--- src/rtl/f51m_stim_gen.sv ---
// ---------------------------------------------------------------------------
// f51m_stim_gen
// Sequential stimulus stage in front of the combinational f51m core. It emits
// a programmable-length burst of WIDTH-bit vectors over a valid/ready link.
// There are two sequence modes: an exhaustive counter, or a maximal-length
// Galois LFSR.
//
// Ports
//   clk        rising-edge clock
//   rst_n      asynchronous reset, active low
//   start      begin a burst (sampled only in IDLE)
//   mode       0 = counter, 1 = LFSR (latched at start)
//   seed       first vector (latched at start)
//   count      number of vectors in the burst (latched at start)
//   abort      terminate the burst early (honoured in RUN only)
//   vec_out    current vector; bit0 drives core input 1
//   vec_valid  vec_out holds a vector
//   vec_ready  consumer accepts vec_out this cycle
//   busy       high in RUN and FIN
//   done       one-cycle pulse at burst end
//   sent       transfers completed in the current or last burst
// ---------------------------------------------------------------------------
module f51m_stim_gen #(
    parameter int               WIDTH = 8,
    parameter logic [WIDTH-1:0] TAPS  = 8'hB8,
    parameter int               CNT_W = 16
) (
    input  logic             clk,
    input  logic             rst_n,
    input  logic             start,
    input  logic             mode,
    input  logic [WIDTH-1:0] seed,
    input  logic [CNT_W-1:0] count,
    input  logic             abort,
    output logic [WIDTH-1:0] vec_out,
    output logic             vec_valid,
    input  logic             vec_ready,
    output logic             busy,
    output logic             done,
    output logic [CNT_W-1:0] sent
);

    typedef enum logic [1:0] {
        IDLE = 2'd0,
        RUN  = 2'd1,
        FIN  = 2'd2
    } state_t;

    state_t           state_reg;
    logic             mode_reg;
    logic [CNT_W-1:0] count_reg;

    logic             xfer;
    logic [CNT_W-1:0] sent_inc;
    logic [WIDTH-1:0] cnt_next;
    logic [WIDTH-1:0] lfsr_next;
    logic [WIDTH-1:0] adv_vec;
    logic [WIDTH-1:0] first_vec;

    assign xfer     = vec_valid & vec_ready;
    assign sent_inc = sent + CNT_W'(1);
    assign cnt_next = vec_out + WIDTH'(1);

    // Right-shifting Galois LFSR: the bit shifted out of position 0 is fed
    // back into every tapped position.
    genvar gi;
    generate
        for (gi = 0; gi < WIDTH - 1; gi++) begin : g_lfsr
            assign lfsr_next[gi] = vec_out[gi+1] ^ (vec_out[0] & TAPS[gi]);
        end
    endgenerate
    assign lfsr_next[WIDTH-1] = vec_out[0] & TAPS[WIDTH-1];

    assign adv_vec = mode_reg ? lfsr_next : cnt_next;

    // The LFSR locks up at zero, so a zero seed in LFSR mode becomes 1.
    // The input mode is used here because mode_reg is only loaded on the
    // same edge.
    assign first_vec = (mode && (seed == '0)) ? WIDTH'(1) : seed;

    always_ff @(posedge clk or negedge rst_n) begin
        if (!rst_n) begin
            state_reg <= IDLE;
            mode_reg  <= 1'b0;
            count_reg <= '0;
            vec_out   <= '0;
            vec_valid <= 1'b0;
            busy      <= 1'b0;
            done      <= 1'b0;
            sent      <= '0;
        end else begin
            case (state_reg)
                IDLE: begin
                    if (start) begin
                        mode_reg  <= mode;
                        count_reg <= count;
                        sent      <= '0;
                        busy      <= 1'b1;
                        if (count != '0) begin
                            state_reg <= RUN;
                            vec_out   <= first_vec;
                            vec_valid <= 1'b1;
                        end else begin
                            // An empty burst goes straight to FIN and never
                            // drives a vector.
                            state_reg <= FIN;
                            done      <= 1'b1;
                        end
                    end
                end

                RUN: begin
                    // A transfer in the same cycle as abort still counts.
                    if (xfer) begin
                        sent    <= sent_inc;
                        vec_out <= adv_vec;
                    end
                    if ((xfer && (sent_inc == count_reg)) || abort) begin
                        state_reg <= FIN;
                        vec_valid <= 1'b0;
                        done      <= 1'b1;
                    end
                end

                FIN: begin
                    state_reg <= IDLE;
                    done      <= 1'b0;
                    busy      <= 1'b0;
                end

                default: begin
                    state_reg <= IDLE;
                    vec_valid <= 1'b0;
                    done      <= 1'b0;
                    busy      <= 1'b0;
                end
            endcase
        end
    end

endmodule

--- config.mk ---
export PLATFORM = sky130hd
export DESIGN_NAME = f51m_stim_gen
export DESIGN_NICKNAME = d
export VERILOG_FILES = /design/src/rtl/f51m_stim_gen.sv
export SDC_FILE = /design/constraint.sdc
export NUM_CORES = 1
export LEC_CHECK = 0
export CAP_MARGIN = 40
export CELL_PAD_IN_SITES_DETAIL_PLACEMENT = 0
export CELL_PAD_IN_SITES_GLOBAL_PLACEMENT = 1
export CORE_ASPECT_RATIO = 0.75
export CORE_UTILIZATION = 35
export CTS_CLUSTER_DIAMETER = 50
export CTS_CLUSTER_SIZE = 16
export DETAILED_ROUTE_END_ITERATION = 10
export GPL_TIMING_DRIVEN = 0
export PLACE_DENSITY_LB_ADDON = 0.1
export SKIP_CTS_REPAIR_TIMING = 1
export SYNTH_ARGS = -nofsm -noshare
export SYNTH_HDL_FRONTEND = slang
export SYNTH_SLANG_ARGS = --single-unit
--- constraint.sdc ---
create_clock -name clk -period 2.64 [get_ports clk]
set_input_delay 0.264 -clock clk [delete_from_list [all_inputs] [get_ports clk]]
set_output_delay 0.264 -clock clk [all_outputs]
set_load 0.05 [all_outputs]
==> summary.md, run 1 <==
| Metric | Value |
|---|---|
| Clk_lat worst skew | 0.30 ns |
| DRC | 0 |
| Rows | 28 |
| Crit end category | register |
| Post-synthesis compound-gate area fraction | 0.180 |
| Drt total wl | 7.80 mm |
| CTS tree | done |
| Post-synthesis sequential area ratio | 0.404 |
| Post-Syn Instances | 310 |
| Critical Path Source | state_reg[1] |
| R2R depth | 7 |
| DIE AREA | 8500 um^2 |
| Input/output buffers | 56 |
| Drt first pass iters | 4 |
| Vias in the first global route | 2292 |
| Util after Layout | 0.468 |
| Worst Skew | 0.00694 ns |
| Placed insts | 472 |
| Crit share post-route | 0.903 |
| Initial antenna violation count | 0 |
| Cell variety after synth | 56 |
| Initial core utilization | 0.361 |
| Drt wl/cell | 16.2 um |
| Gr usage total | 0.193 |
| Initial DRC Count | 140 |
| Fin Setup TNS | 0 ns |
| Warnings from Yosys | 0 |
| Vias per cell | 5.20 |
| Vias | 2501 |
| # setup viols final | 0 |
| Area grow syn2layout | 29.7% |
| CTS max path bufs | 2 |
| Top-count cell post-synth | dfrtp_1 |
| FF+latch count, synth | 46 |
| Slew Viols, Final | 0 |
| Cell area after synthesis | 2850 um^2 |
| Worst-Margin Slew | 0.601 ns |
| Die Y-Extent | 80.1 um |
| Outcome | finished clean |
| Largest net degree at the start of global routing | 35 |
| Detail Placement HPWL | 5.99 mm |
| Share of cells above drive strength 1 | 0.130 |
| Min-Delay Path Class | primary input to asynchronous set/reset pin |
| Xor and xnor area share after synthesis | 0.0862 |
| Async set-or-reset flop fraction in the synthesized netlist | 1.00 |
| RR Startpoint | state_reg[1] |
| Final ANT Viol Nets | 0 |
| Synth area leaders | dfrtp_1, mux2_2, o21ai_0, xnor2_1, a21oi_1 |
| CP Launch Type | register |
| CTS Root Cell | clkbuf_8 |
| Worst setup margin | 0.256 ns |
| Simple-gate share of the synthesized area | 0.208 |
| Tmin final | 2.38 ns |
| Fin cells | 481 |
| Final hold vios | 0 |
| Clock Sinks | 46 |
| Nets | 407 |
| WP data required | 2.85 ns |
| Ports | 57 |
| Die W | 106 um |
| Power Density | 1010 nW/um^2 |
| CP endpoint | sent[15] |
| Global placement routability congestion | 0.817 |
| First-pass GRT wire length | 12.5 mm |
| Share of the synthesized area in the top cell type | 0.404 |
| Placed Area | 3550 um^2 |
| Largest family of logic cells by synthesized area | simple AND/OR/NAND/NOR gates |
| LEAKAGE | 1.46 nW |
| Clock transition at path regs | 0.09 ns |
| Max-Cap Viols | 0 |
| Fin area | 3690 um^2 |
| Worst Path Max Fanout | 10 |
| Synthesized-area fraction occupied by adder cells | 0.00879 |
| Highest clock rate | 420 MHz |
| Syn avg cell area | 9.18 um^2 |
| Fillers | 790 |
| RSZ-0062 raised after global routing | false |
| H-Tree Depth | 2 |
| Mux share of post-synthesis cell area | 0.0703 |
| Diodes inserted | 0 |
| Ys flop type | dfrtp_1 |
| Worst setup path category | register to register |
| R2R Path End | sent[15] |
| Worst slack at placement | -0.0189 ns |
| Grt ovf | 0 |
| Max-slew headroom | 0.599 |
| Most area-hungry cell type in the Yosys netlist | dfrtp_1 |
| Peak VDD IR | 0.492 mV |
| Mapped Nets | 342 |
| Placeable Area | 7880 um^2 |
| Slack of the worst reg-to-reg path | 0.26 ns |
| Data arrival, critical path | 2.59 ns |
| Most instantiated cells after synthesis | dfrtp_1, o21ai_0, nor2_1 |
| Total CTS buffers | 5 |
| Post-synth EDFFs | 0 |
-- final cells by class --
| type | count | area, um^2 | share of cell area |
|---|---|---|---|
| inverters | 9 | 33.8 | 0.00915 |
| flip-flops and latches | 46 | 1150 | 0.312 |
| clock buffers | 6 | 72.6 | 0.0197 |
| repair buffers | 58 | 586 | 0.159 |
| clock inverters | 2 | 37.5 | 0.0102 |
| plain buffers | 16 | 87.6 | 0.0237 |
| multi-input cells | 239 | 1590 | 0.431 |
| well taps | 105 | 131 | 0.0356 |
-- layout by cell type (no fill, tap or decap), types with 4 or more instances in the layout --
cell              n
nor4_2            4
xnor2_1          17
clkbuf_1          8
a211oi_1          5
mux2_2           16
nand4_1           5
buf_2             4
clkbuf_8          5
a31oi_1           4
nor4_1            8
a21oi_1          24
nand2_1          25
o21ai_0          31
xor2_1           11
nand3_1           6
inv_1             9
clkdlybuf4s50_1  55
nor2_1           29
o31ai_1           6
dfrtp_1          46
-- critical path: stages (launching register included) --
cell and delay (ns):
dfrtp_1 0.43, inv_1 0.12, nand2_1 0.34, nor2_4 0.15, nor2_2 0.50, clkbuf_1 0.47, o21ai_0 0.18, o31ai_1 0.09
-- metrics by stage --
| step | total power [mW] | hold slack, ns |
|---|---|---|
| finish | 3.72 | 0.376 |
| global placement | 3.15 | 0.485 |
| detailed placement | 3.18 | 0.177 |
| floorplan | 2.56 | -0.0316 |
| global route | 3.98 | 0.403 |
| CTS | 3.72 | -0.149 |
-- worst min path at each step --
stage	slack, ns	start	to
final	0.38	rst_n	sent[9]
after global routing	0.40	rst_n	sent[9]
after CTS	-0.15	rst_n	sent[9]
after detailed placement	0.18	rst_n	sent[9]
after global placement	0.48	busy	busy
after floorplan	-0.03	rst_n	busy
-- power breakdown --
part / internal [mW] / switching (mW)
clock network: 0.283 / 0.251
registers: 0.952 / 0.287
logic: 0.789 / 1.15
total: 2.02 / 1.69
-- metal layers --
metal / global-route usage / up-vias / share of wire
met2: 0.262 / 51 / 0.40
met4: 0.0292 / 0 / 0.0035
met5: 0 / - / 0
met3: 0.0333 / 2 / 0.053
met1: 0.313 / 1184 / 0.54
li1: - / 1264 / -
-- kinds of logic after synthesis --
logic type | count (synthesis)
adder cells (fa/ha/maj) | 2
AO/OA/AOI/OAI | 85
flip-flops | 46
buffers and inverters | 25
XOR/XNOR | 28
AND/OR/NAND/NOR | 106
multiplexers | 18
(Power assumes the default switching activity.)
==> inputs of run 2 (changes only) <==
--- a/config.mk
+++ b/config.mk
@@ -9,12 +9,12 @@
 export CELL_PAD_IN_SITES_DETAIL_PLACEMENT = 0
 export CELL_PAD_IN_SITES_GLOBAL_PLACEMENT = 1
 export CORE_ASPECT_RATIO = 0.75
-export CORE_UTILIZATION = 35
+export CORE_UTILIZATION = 39
 export CTS_CLUSTER_DIAMETER = 50
 export CTS_CLUSTER_SIZE = 16
 export DETAILED_ROUTE_END_ITERATION = 10
 export GPL_TIMING_DRIVEN = 0
-export PLACE_DENSITY_LB_ADDON = 0.1
+export PLACE_DENSITY = 0.78
 export SKIP_CTS_REPAIR_TIMING = 1
 export SYNTH_ARGS = -nofsm -noshare
 export SYNTH_HDL_FRONTEND = slang
==> run 2 against run 1 <==
- first-iteration DRC count up 92%
- core utilization rose by 6.0 points
- final area fell by 0.78%
- critical path depth is 3 higher
- register-to-register slack is essentially flat
- flip-flop and latch count stayed put
- non-clock buffer count is 1 higher
- via count increased by 4.1%
- global-route usage grew 2.4 points
- hold slack got worse by 0.015 ns
- worst setup slack better by 0.0037 ns
- sequential share of layout area increased by 0.28 points
- critical path type unchanged
- largest cell class unchanged
==> summary.md, run 2 (same netlist as run 1, synthesis figures left out) <==
| Metric | Value |
|---|---|
| Outcome | finished clean |
| Die Y-Extent | 76.0 um (-5.1%) |
| Clock transition at path regs | 0.09 ns (about the same) |
| CP Launch Type | register |
| Tmin final | 2.38 ns (-0.00375 ns) |
| Gr usage total | 0.216 (+0.0237) |
| Initial core utilization | 0.411 (+0.0497) |
| CP max-delay cell | dfrtp_2 |
| Min-Delay Path Class | primary input to asynchronous set/reset pin |
| Max-Cap Viols | 0 (unchanged) |
| RR Startpoint | sent[0] |
| Critical path, cell by cell | ha_1 -> clkbuf_2 -> nor3b_1 -> o21ai_0 -> o21ai_0 -> o221ai_1 -> nor4_2 -> buf_4 -> a311oi_1 -> a211oi_1 |
| Initial DRC Count | 269 (+92%) |
| Data arrival, critical path | 2.59 ns (about the same) |
| Critical Path Source | sent[0] |
| Drt wl/cell | 16.3 um (+0.20%) |
| Clk_lat worst skew | 0.30 ns (about the same) |
| Peak VDD IR | 0.546 mV (+11%) |
| Crit share post-route | 0.901 (-0.00142) |
| Area grow syn2layout | 28.7% |
| R2R depth | 10 (+3) |
| Most frequent cells in the layout | clkdlybuf4s50_1, dfrtp_1, o21ai_0 |
| Worst slack at placement | 0.0726 ns (+0.0915 ns) |
| Input/output buffers | 56 (unchanged) |
| Rows | 26 (-7.1%) |
| Initial antenna violation count | 0 (unchanged) |
| Worst Skew | 0.00500 ns (-0.00194 ns) |
| Worst setup path category | register to register |
| Placed insts | 465 (-1.5%) |
| Slack of the worst reg-to-reg path | 0.26 ns (about the same) |
| Placeable Area | 6930 um^2 (-12%) |
| WP data required | 2.85 ns (about the same) |
| Worst-Margin Slew | 0.580 ns (-0.0213 ns) |
| Nets | 408 (+0.25%) |
| CP endpoint | done |
| Worst setup margin | 0.260 ns (+0.00375 ns) |
| DIE AREA | 7650 um^2 (-10%) |
| Vias in the first global route | 2440 (+6.5%) |
| RSZ-0062 raised after global routing | false |
| Crit-path max cell delay | 0.45 ns (-0.05 ns) |
| CTS Root Cell | clkbuf_8 |
| Minimum hold slack | 0.361 ns (-0.0146 ns) |
| Vias per cell | 5.48 (+5.4%) |
| R2R Path End | done |
| H-Tree Depth | 2 (unchanged) |
| LEAKAGE | 1.46 nW (-0.29%) |
| Largest net degree at the start of global routing | 37 (+5.7%) |
| Slew Viols, Final | 0 (unchanged) |
| Fin cells | 475 (-1.2%) |
| CTS tree | done |
| Die W | 101 um (-5.2%) |
| Power Density | 991 nW/um^2 (-1.6%) |
| Global placement routability congestion | 0.836 (+2.4%) |
| Highest clock rate | 420 MHz (+0.16%) |
| Diodes inserted | 0 (unchanged) |
| First-pass GRT wire length | 12.9 mm (+3.2%) |
| Ports | 57 (unchanged) |
| CTS max path bufs | 2 (unchanged) |
| Final hold vios | 0 (unchanged) |
| Worst Path Max Fanout | 10 (unchanged) |
| Crit end category | register |
| Max-slew headroom | 0.614 (+0.0142) |
| Grt ovf | 0 (unchanged) |
| Fillers | 664 (-16%) |
| Total CTS buffers | 5 (unchanged) |
| DRC | 0 (unchanged) |
| Vias | 2603 (+4.1%) |
| Final ANT Viol Nets | 0 (unchanged) |
| Most common cell after layout, fill and taps aside | clkdlybuf4s50_1 |
| Most common cell on crit path | o21ai_0 |
| Detail Placement HPWL | 5.70 mm (-4.7%) |
| Share of cells above drive strength 1 | 0.138 (+0.00761) |
| # setup viols final | 0 (unchanged) |
| Drt first pass iters | 5 (+1) |
| Drt total wl | 7.72 mm (-1.1%) |
| Clock Sinks | 46 (unchanged) |
-- run 2: changes by cell type in the layout (fill, tap and decap cells not counted) --
cell       previous run  this run
bufinv_16             1         0
clkinv_4              0         1
buf_4                 2         3
a31oi_4               1         0
dfrtp_1              46        45
a31oi_2               0         1
clkbuf_1              8         7
clkinv_2              0         1
dfrtp_2               0         1
-- run 2: critical path: cells and delay by family, from the launching register on --
kind	cells	cell delay [ns]
AND/OR/NAND/NOR	2	0.51
adder cells (fa/ha/maj)	1	0.25
flip-flops	1	0.45
buffers and inverters	2	0.41
AO/OA/AOI/OAI	5	0.68
-- run 2: where the power goes --
part / leakage (nW) / switching, mW / internal [mW]
registers: 0.571 / 0.296 / 0.953
clock network: 0.0441 / 0.259 / 0.186
logic: 0.846 / 1.15 / 0.786
-- run 2: worst min path at each step --
stage | from | to | slack, ns
after floorplan | rst_n | busy | -0.03
after global placement | busy | busy | 0.47
after detailed placement | rst_n | sent[7] | 0.16
after CTS | rst_n | sent[4] | -0.17
after global routing | rst_n | sent[4] | 0.39
final | rst_n | sent[7] | 0.36
-- run 2: final cells by class --
cell class,instances,area [um^2],area share
sequential,46,1150,0.315
inverter,9,33.8,0.00922
tap,98,123,0.0335
buffer,16,87.6,0.0239
clock buffer,5,68.8,0.0188
clock inverter,3,21.3,0.00581
multi-input combinational,239,1580,0.432
timing repair buffer,59,593,0.162
-- run 2: through the flow --
step,TNS (ns),instance area (um^2),total power [mW],utilization
global route,0,3660,3.90,0.529
CTS,0,3630,3.61,0.525
global placement,-1.68,3530,3.13,0.509
finish,0,3660,3.63,0.529
floorplan,0,2850,2.56,-
detailed placement,0,3540,3.16,0.512
-- run 2: per-layer routing --
metal	GRT usage	part of all wire	vias up
li1	-	-	1261
met2	0.290	0.42	98
met3	0.0431	0.060	7
met5	0	0	-
met4	0.0464	0.0082	0
met1	0.350	0.51	1237
==> inputs of run 3 (changes only) <==
==> constraint.sdc (replaced) <==
create_clock -name clk -period 2.7 [get_ports clk]
set_input_delay 0.27 -clock clk [delete_from_list [all_inputs] [get_ports clk]]
set_output_delay 0.27 -clock clk [all_outputs]
set_load 0.05 [all_outputs]
==> run 3 against run 2 <==
- core utilization down 0.13 points
- wire length decreased by 1.1%
- worst setup slack better by 0.037 ns
- global-route usage did not move
- highest routed layer unchanged
- sequential power about the same
- via count grew 1.3%
- clock power is 2% lower
- hold slack hardly changed
- clock skew is 0.0031 ns higher
- register-to-register slack improved by 0.04 ns
- largest cell class unchanged
- non-clock buffer count fell by 1
==> summary.md, run 3 (same netlist as run 1, synthesis figures left out) <==
| Metric | Value |
|---|---|
| DRC | 0 (unchanged) |
| Vias per cell | 5.56 (+1.5%) |
| LEAKAGE | 1.46 nW (-0.26%) |
| CTS tree | done |
| Power Density | 969 nW/um^2 (-2.2%) |
| Total CTS buffers | 5 (unchanged) |
| Drt total wl | 7.63 mm (-1.1%) |
| Drt wl/cell | 16.1 um (-0.91%) |
| DIE AREA | 7650 um^2 (unchanged) |
| Diodes inserted | 0 (unchanged) |
| Initial DRC Count | 202 (-25%) |
| Fin cells | 474 (-0.21%) |
| Detail Placement HPWL | 5.70 mm (unchanged) |
| Rows | 26 (unchanged) |
| Initial core utilization | 0.411 (unchanged) |
| Die Y-Extent | 76.0 um (unchanged) |
| Clock transition at path regs | 0.09 ns (about the same) |
| Max-Cap Viols | 0 (unchanged) |
| Worst-Margin Slew | 0.597 ns (+0.0170 ns) |
| CP max-delay cell | dfrtp_1 |
| Worst Path Max Fanout | 10 (unchanged) |
| CTS max path bufs | 2 (unchanged) |
| WP data required | 2.91 ns (+0.06 ns) |
| CP Buf/Inv Count | 1 (-1) |
| Outcome | finished clean |
| Area grow syn2layout | 28.4% |
| Placeable Area | 6930 um^2 (unchanged) |
| Grt ovf | 0 (unchanged) |
| Worst setup path category | register to register |
| Tmin final | 2.40 ns (+0.0233 ns) |
| Final hold vios | 0 (unchanged) |
| Clock Sinks | 46 (unchanged) |
| Vias in the first global route | 2440 (unchanged) |
| Global placement routability congestion | 0.836 (unchanged) |
| Final ANT Viol Nets | 0 (unchanged) |
| Largest net degree at the start of global routing | 37 (unchanged) |
| Gr usage total | 0.216 (unchanged) |
| Clk_lat worst skew | 0.31 ns (about the same) |
| Max-slew headroom | 0.602 (-0.0113) |
| RSZ-0062 raised after global routing | false |
| Share of cells above drive strength 1 | 0.133 (-0.00495) |
| Fillers | 666 (+0.30%) |
| Most common cell after layout, fill and taps aside | clkdlybuf4s50_1 |
| Initial antenna violation count | 0 (unchanged) |
| Worst Skew | 0.00810 ns (+0.00310 ns) |
| CTS Root Cell | clkbuf_8 |
| Min-Delay Path Class | primary input to asynchronous set/reset pin |
| Vias | 2636 (+1.3%) |
| Most frequent cells in the layout | clkdlybuf4s50_1, dfrtp_1, o21ai_0 |
| Ports | 57 (unchanged) |
| Nets | 407 (-0.25%) |
| H-Tree Depth | 2 (unchanged) |
| # setup viols final | 0 (unchanged) |
| Critical path, cell by cell | ha_1 -> clkbuf_2 -> o21ai_0 -> nand2_1 -> o211a_1 -> nor4_2 -> a311oi_1 -> a211oi_1 |
| Crit end category | register |
| Slew Viols, Final | 0 (unchanged) |
| Drt first pass iters | 5 (unchanged) |
| Crit-path max cell delay | 0.47 ns (+0.02 ns) |
| Crit share post-route | 0.890 (-0.0114) |
| Placed insts | 465 (unchanged) |
| Data arrival, critical path | 2.62 ns (+0.03 ns) |
| Top delay family on crit path | compound AO/OA/AOI/OAI gates |
| Input/output buffers | 56 (unchanged) |
| Highest clock rate | 416 MHz (-0.97%) |
| Fin Setup TNS | 0 ns (unchanged) |
| Peak VDD IR | 0.533 mV (-2.4%) |
| Die W | 101 um (unchanged) |
| CP Launch Type | register |
| First-pass GRT wire length | 12.9 mm (unchanged) |
[run 3: cell count changes in the layout (fill, tap and decap cells not counted), sizes merged]
cell / delta
buf: -1
[run 3: worst register-to-register path: stages (launching register included)]
cell and delay (ns):
dfrtp_1 0.47, ha_1 0.29, clkbuf_2 0.20, o21ai_0 0.31
nand2_1 0.09, o211a_1 0.14, nor4_2 0.41, a311oi_1 0.16
a211oi_1 0.25
[run 3: area by class of cell]
| cell class | count | area [um^2] | area share |
|---|---|---|---|
| Buffer | 16 | 87.6 | 0.0240 |
| Clock buffer | 5 | 68.8 | 0.0188 |
| Clock inverter | 3 | 21.3 | 0.00582 |
| Inverter | 9 | 33.8 | 0.00925 |
| Multi-Input combinational cell | 239 | 1580 | 0.433 |
| Sequential cell | 46 | 1150 | 0.315 |
| Tap cell | 98 | 123 | 0.0336 |
| Timing Repair Buffer | 58 | 586 | 0.160 |
[run 3: final timing paths]
check                      slack [ns]          to  cells past startpoint     from
max in group asynchronous        1.85  vec_out[1]                      3    rst_n
max                              0.30        done                      8  sent[0]
min reg2reg                      0.49        busy                      1     busy
min                              0.36     sent[7]                      2    rst_n
max reg2reg                      0.30        done                      8  sent[0]
min in group clk                 0.49        busy                      1     busy
[run 3: metal layers]
layer	routed length, um	up-vias	GRT usage
met5	0	-	0
met4	57	0	0.0464
met3	512	7	0.0431
met2	3220	94	0.290
met1	3840	1272	0.350
li1	-	1263	-
[run 3: metrics by stage]
step / worst slack [ns] / utilization / hold slack [ns] / power (mW) / area, um^2
2_1_floorplan: 0.364 / - / -0.0256 / 2.51 / 2850
3_3_place_gp: 0.0141 / 0.509 / 0.474 / 3.06 / 3530
3_5_place_dp: 0.133 / 0.512 / 0.170 / 3.08 / 3540
4_1_cts: 0.0915 / 0.525 / -0.160 / 3.53 / 3630
5_1_grt: 0.0362 / 0.527 / 0.393 / 3.81 / 3650
6_report: 0.297 / 0.527 / 0.361 / 3.54 / 3650
[run 3: power by group]
group | leakage [nW] | total, mW | internal (mW) | switching, mW
clock | 0.0441 | 0.436 | 0.182 | 0.254
combinational | 0.841 | 1.89 | 0.766 | 1.12
sequential | 0.572 | 1.22 | 0.931 | 0.287
